`config.mk`:
```
export PLATFORM = sky130hd
export DESIGN_NAME = alu_arbiter
export DESIGN_NICKNAME = d
export VERILOG_FILES = /design/src/rtl/alu_arbiter.sv
export SDC_FILE = /design/constraint.sdc
export NUM_CORES = 1
export LEC_CHECK = 0
export BUFFER_PORTS_ARGS = -buffer_cell sky130_fd_sc_hd__buf_2
export CAP_MARGIN = 40
export CORE_AREA = 10 10 88 129
export CTS_CLUSTER_SIZE = 20
export DETAILED_ROUTE_END_ITERATION = 10
export DIE_AREA = 0 0 98 139
export PLACE_DENSITY = 0.5
export SLEW_MARGIN = 15
export SYNTH_ARGS = -nofsm -noshare
export SYNTH_HDL_FRONTEND = slang
export SYNTH_HIERARCHICAL = 1
export SYNTH_SLANG_ARGS = --single-unit
```
`constraint.sdc`:
```
create_clock -name clk -period 2.78 [get_ports clk]
set_input_delay 0.556 -clock clk [delete_from_list [all_inputs] [get_ports clk]]
set_output_delay 0.556 -clock clk [all_outputs]
set_load 0.005 [all_outputs]
```
`src/rtl/alu_arbiter.sv`:
```
// Two requesters share one 8-bit ALU, with round-robin (FAIR=1) or req0-priority (FAIR=0) grant.
// An accept in cycle k gives a response from cycle k+2. The response holds under rsp backpressure, and only one op is in flight.
module alu_arbiter #(
  parameter int FAIR = 1
) (
  input  logic       clk,
  input  logic       rst,
  input  logic       req0_valid,
  output logic       req0_ready,
  input  logic [7:0] req0_a,
  input  logic [7:0] req0_b,
  input  logic [1:0] req0_op,
  input  logic       req1_valid,
  output logic       req1_ready,
  input  logic [7:0] req1_a,
  input  logic [7:0] req1_b,
  input  logic [1:0] req1_op,
  output logic       rsp_valid,
  input  logic       rsp_ready,
  output logic [7:0] rsp_result,
  output logic       rsp_id,
  output logic       busy,
  output logic [7:0] ops_done
);

  typedef enum logic [1:0] {IDLE, EXEC, RESP} state_t;

  state_t     state;
  logic       ptr;
  logic       grant1;
  logic       accept;
  logic [7:0] cap_a;
  logic [7:0] cap_b;
  logic [1:0] cap_op;
  logic       cap_id;
  logic [7:0] alu_result;

  // The pointer only decides a tie; a lone requester always wins.
  always_comb begin
    grant1 = 1'b0;
    if (req0_valid && req1_valid) begin
      grant1 = (FAIR != 0) ? ptr : 1'b0;
    end else begin
      grant1 = req1_valid;
    end
  end

  assign accept     = (state == IDLE) && !rst && (req0_valid || req1_valid);
  assign req0_ready = accept && !grant1;
  assign req1_ready = accept && grant1;
  assign busy       = (state != IDLE);

  alu u_alu (
    .a      (cap_a),
    .b      (cap_b),
    .op     (cap_op),
    .result (alu_result)
  );

  always_ff @(posedge clk or posedge rst) begin
    if (rst) begin
      state      <= IDLE;
      ptr        <= 1'b0;
      cap_a      <= 8'h00;
      cap_b      <= 8'h00;
      cap_op     <= 2'd0;
      cap_id     <= 1'b0;
      rsp_valid  <= 1'b0;
      rsp_result <= 8'h00;
      rsp_id     <= 1'b0;
      ops_done   <= 8'h00;
    end else begin
      case (state)
        IDLE: begin
          if (accept) begin
            cap_a  <= grant1 ? req1_a  : req0_a;
            cap_b  <= grant1 ? req1_b  : req0_b;
            cap_op <= grant1 ? req1_op : req0_op;
            cap_id <= grant1;
            if (FAIR != 0) ptr <= ~grant1;
            state  <= EXEC;
          end
        end
        EXEC: begin
          rsp_result <= alu_result;
          rsp_id     <= cap_id;
          rsp_valid  <= 1'b1;
          state      <= RESP;
        end
        RESP: begin
          if (rsp_ready) begin
            rsp_valid <= 1'b0;
            ops_done  <= ops_done + 8'd1;
            state     <= IDLE;
          end
        end
        default: state <= IDLE;
      endcase
    end
  end

endmodule

// Combinational 8-bit ALU with opcodes 0=ADD, 1=SUB, 2=AND, 3=OR. Results wrap modulo 256.
module alu (
  input  logic [7:0] a,
  input  logic [7:0] b,
  input  logic [1:0] op,
  output logic [7:0] result
);

  localparam logic [1:0] OP_ADD = 2'd0;
  localparam logic [1:0] OP_SUB = 2'd1;
  localparam logic [1:0] OP_AND = 2'd2;

  always_comb begin
    case (op)
      OP_ADD:  result = a + b;
      OP_SUB:  result = a - b;
      OP_AND:  result = a & b;
      default: result = a | b;
    endcase
  end

endmodule

```
== Yosys cells after proc, flatten, opt, wreduce, memory -nomap -nowiden ==
Index checks and enable logic that the tools add are counted.
Operators by class
  add/sub/neg operators: 3
  eq/ne operators: 6
  mux-type cells: 10
  bitwise gates (word level): 3
  reduce and logical (&&, ||, !) cells: 16
Operators with widths (count)
  8-bit case mux with 3 select lines: 1
  8-bit two-way mux: 2
  8-bit by 1-bit adder with 8-bit output, second input constant: 1
  8-bit adder: 1
  8-bit bitwise AND: 1
  8-bit OR: 1
  2-bit AND reduction: 4
  8-bit subtractor: 1
  2-bit two-way mux: 3
  2-bit case mux with 3 select lines: 1
  1-bit logical AND: 5
  2-bit by 1-bit == test with 1-bit output, second input constant: 2
  2-bit == test, second input constant: 2
  2-bit logical NOT: 2
  2-bit inequality test, second input constant: 2
  2-bit nonzero test: 2
  1-bit logical NOT: 2
  1-bit two-way mux: 2
  1-bit case mux with 2 select lines: 1
  1-bit logical OR: 1
  1-bit inverter: 1
Storage, ports and cells
  register bits after elaboration: 40
  input bits: 41
  output and inout port bits: 21
  word-level logic and storage cells: 48

== Depth between registers and ports, before layout ==
  depth after elaboration: 5
  gate-level depth with buffers: 13
  mapped depth without buffers: 12

== Hierarchy ==
Netlist, hierarchy kept.
Modules (own cells, without submodules)
  alu_arbiter: times used 1, cells each 154, area each 1795.5 um^2, seq. area each 1001.0 um^2
  alu: times used 1, cells each 103, area each 763.2 um^2, seq. area each 0.0 um^2

== Least setup slack after synthesis ==
No wires, ideal clock.
  path type: reg-to-reg
  start point: reg cap_op[1]
  end point: reg rsp_result[7]
  setup time: 0.125 ns
  arrival: 2.639 ns
  required time: 2.655 ns
  slack: 0.016 ns
  stages on the path, launching flop included: 14
  path buffers: 2
  clock period less this slack: 2.764 ns
  cell sequence: dfrtp_1 buf_4 nor2b_2 buf_6 mux2_1 inv_1 ha_1 nor2b_4 o2111ai_2 and3_1 nand2_1 a2111oi_0 nor3_1 mux2_2
Between the ends
  word-level cells in the longest chain between the ends: 2
  elaborated cells between the ends (all ways): 4
  classes of those cells: eq/ne (2); mux (1); reduce/logical (1)
RTL lines
  start: declaration: RTL line 34  | logic [1:0] cap_op;
  start signal: assignment: RTL line 78  | cap_op <= grant1 ? req1_op : req0_op;
  2-bit == test (tied with other cells): RTL line 117  | case (op)
  8-bit case mux with 3 select lines *: RTL line 117
  via alu_result[7]: RTL line 36  | logic [7:0] alu_result;
  end signal: assignment: RTL line 85  | rsp_result <= alu_result;
  end: declaration: RTL line 20  | output logic [7:0] rsp_result,
The timed path passes the listed nets; every way through them passes the cells marked *.
A chain may end at the register's enable or synchronous reset.

== Worst setup path in the final report ==
  start point: reg cap_b[2]
  end point: reg rsp_result[7]
Between the ends
  word-level cells in the longest chain between the ends: 2
  elaborated cells between the ends (all ways): 3
  classes of those cells: add/sub (2); mux (1)
RTL lines
  start: declaration: RTL line 33  | logic [7:0] cap_b;
  start signal: assignment: RTL line 77  | cap_b <= grant1 ? req1_b : req0_b;
  8-bit subtractor or 8-bit adder (tied branches): RTL line 119, 118
  8-bit case mux with 3 select lines *: RTL line 117
  via alu_result[7]: RTL line 36
Marked as above.

==> flow_metrics.env <==
export IMPL_cts_tree="yes"
export IMPL_async_flop_share=1.00
export IMPL_yosys_warnings=6
export IMPL_cap_violations=0
export IMPL_switching_share=0.413
export IMPL_synth_cell_type_count=53
export IMPL_grt_usage=0.102
export IMPL_leakage_uw=0.00153
export IMPL_cts_root_buffer="clkbuf_16"
export IMPL_cts_hold_buf=0
export IMPL_syn_nets=310
export IMPL_fin_crit_sh=0.959
export IMPL_reg2reg_slack_ps=110
export IMPL_cts_buffers=5
export IMPL_seq_area_frac_synth=0.391
export IMPL_power_share_combinational=0.636
export IMPL_clk_pin_slew_worst_paths_ps=60
export IMPL_first_global_vias=2304
export IMPL_hold_path_class="input pin to async pin"
export IMPL_clk_path_buf_depth=2
export IMPL_syn_inst=257
export IMPL_core_rowCount=43
export IMPL_nets=382
export IMPL_cp_data_arrival_time_ps=2840
export IMPL_drive_above_1_share=0.400
export IMPL_layout_min_cycle_time_ps=2670
export IMPL_fin_ws_ps=113
export IMPL_cp_start_kind="flop"
export IMPL_overflow=0
export IMPL_tightest_slew_ps=727
export IMPL_viasPerCell=4.94
export IMPL_htree_levels=2
export IMPL_drt_antenna_violating_nets=0
export IMPL_vdd_drop_max_mv=0.479
export IMPL_p_int_uw=2670
export IMPL_drt_wl_total_mm=7.14
export IMPL_fmax_ghz=0.375
export IMPL_diodes=0
export IMPL_finalSetupTns_ps=0
export IMPL_status="complete, no violations"
export IMPL_io_pins=62
export IMPL_drv_slew=0
export IMPL_post_place_ws_ps=-13.7
export IMPL_globalplace_congestion=0.876
export IMPL_initial_core_util=0.281
export IMPL_synth_ff_type="dfrtp_1"
export IMPL_first_pass_iters=4
export IMPL_final_setup_viol_count=0
export IMPL_fp_coreArea_sq_um=9090
export IMPL_grt_pass1_wl_mm=11.5
export IMPL_wl_per_cell_um=16.2
export IMPL_fill_cells=952
export IMPL_grt_max_degree=38
export IMPL_timing_slew_headroom=0.515
export IMPL_critPathMaxFanout=4
export IMPL_dp_final_hpwl_mm=5.52
export IMPL_p_per_area_nw_per_um2=1380
export IMPL_clkPwrFrac=0.128
export IMPL_initialDrtViolationCount=74
export IMPL_syn_area_sq_um=2560
export IMPL_syn2layout_area_growth_pct=28.7
export IMPL_drc_errors=0
export IMPL_synth_edf_count=0
export IMPL_die_h_um=139
export IMPL_skew_ps=4.37
export IMPL_crit_type="flop to flop"
export IMPL_clkLatencyLatePin_ps=290
export IMPL_ys_ff_latch=40
export IMPL_placed_area_sq_um=3020
export IMPL_p_seq_frac=0.236
export IMPL_die_area_sq_um=13600
export IMPL_end_kind="flop"
export IMPL_fin_area_sq_um=3290
export IMPL_cp_required_ps=2950
export IMPL_cts_sinks=40
export IMPL_synth_area_per_cell_sq_um=9.96
export IMPL_antenna_found_initial=0
export IMPL_die_w_um=98
export IMPL_portBuffers=61
export IMPL_power_switching_uw=1880
export IMPL_finalHoldViolCount=0
export IMPL_vias=2183
==> timing repair <==
item                       4_1_cts  5_1_grt
setup endpoints to repair        1        2
resized for setup                2       21
buffers inserted                 0        3
pin swaps                        0        9
==> sequential cells by signal, indices dropped and copies added (netlist names) <==
signal,count
cap_a,8
cap_b,8
cap_id,1
cap_op,2
ops_done,8
ptr,1
rsp_id,1
rsp_result,8
rsp_valid,1
state,2
==> cell families (layout without fill, tap and decap cells) <==
| group | Yosys count | in the layout | share of synthesized area |
|---|---|---|---|
| compound gates | 48 | 48 | 0.162 |
| xor+xnor | 15 | 15 | 0.0513 |
| fa+ha+maj | 17 | 17 | 0.0812 |
| buf+inv | 25 | 98 | 0.0548 |
| flops | 40 | 40 | 0.391 |
| mux | 13 | 13 | 0.0562 |
| simple gates | 99 | 99 | 0.203 |
==> cell usage after synthesis (all sizes together) (2+ instances only) <==
cell	count	area (sq um)
a21o	5	45.0
a21oi	3	15.0
a221o	18	191
a31oi	2	12.5
and3	3	18.8
buf	12	91.3
clkbuf	3	11.3
dfrtp	40	1000
ha	11	138
inv	10	37.5
maj3	5	50.1
mux2	11	124
mux2i	2	20.0
nand2	35	131
nand3b	2	15.0
nand4	3	18.8
nor2	13	48.8
nor2b	5	41.3
nor3	25	125
nor3b	4	41.3
o21ai	9	45.0
or2	3	18.8
xnor2	10	87.6
xor2	5	43.8
==> critical path: stages, from the launching register on <==
cell	delay [ps]
dfrtp_2	440
buf_4	160
nor3_2	200
a31oi_1	130
xnor2_1	140
ha_2	350
o21a_1	160
nor2_1	70
a41oi_4	230
mux2i_1	220
a22o_1	150
nor3_1	50
mux2_4	260
==> power by group through the flow <==
stage	Clock [uW]	Sequential, uW	Combinational (uW)
after floorplan	0	1040	1830
after global placement	0	1070	2480
after detailed placement	0	1080	2480
after CTS	600	1070	2530
after global routing	621	1120	3170
final	584	1070	2890
==> final timing paths <==
check | from | endpoint | cells past startpoint
max in group asynchronous | rst | cap_b[2] | 3
max | cap_b[2] | rsp_result[7] | 12
min in group clk | ops_done[7] | ops_done[7] | 1
max reg2reg | cap_b[2] | rsp_result[7] | 12
min | rst | ptr | 2
min reg2reg | ops_done[7] | ops_done[7] | 1
==> layout by cell type, fill, tap and decap left out, types with 3 or more instances in the layout <==
| master | n |
|---|---|
| buf_4 | 19 |
| inv_1 | 7 |
| clkbuf_16 | 5 |
| xnor2_1 | 10 |
| maj3_1 | 5 |
| inv_2 | 3 |
| nand2_1 | 34 |
| nor3_1 | 23 |
| a221o_1 | 9 |
| mux2_2 | 9 |
| ha_1 | 8 |
| nor2b_1 | 3 |
| nand4_1 | 3 |
| a21o_1 | 4 |
| nor3b_1 | 3 |
| buf_2 | 61 |
| o21ai_1 | 5 |
| o21ai_0 | 3 |
| dfrtp_1 | 39 |
| a221o_2 | 9 |
| xor2_1 | 5 |
| nor2_1 | 12 |
==> through the flow <==
step / util / power [uW] / hold slack [ps] / instances
floorplan: - / 2870 / 444 / 257
global placement: 0.332 / 3550 / 455 / 431
detailed placement: 0.332 / 3560 / 462 / 431
CTS: 0.349 / 4200 / 154 / 439
global route: 0.362 / 4910 / 167 / 442
finish: 0.362 / 4550 / 156 / 442
==> layout make-up <==
type                       instances  area [sq um]  area share
timing repair buffer              80           448       0.136
sequential                        40          1000       0.304
tap                              112           140      0.0426
inverter                          10          37.5      0.0114
multi-input combinational        192          1520       0.461
clock buffer                       8           146      0.0445
==> routing by layer <==
metal  wire (um)  part of all wire  vias to the layer above  GRT usage
met3         225             0.032                        8     0.0244
li1            -                 -                     1076          -
met1        2890              0.40                     1056      0.103
met2        3850              0.54                       43      0.187
met4         173             0.024                        0     0.0492
met5           0                 0                        -          0
(Power assumes the default switching activity.)
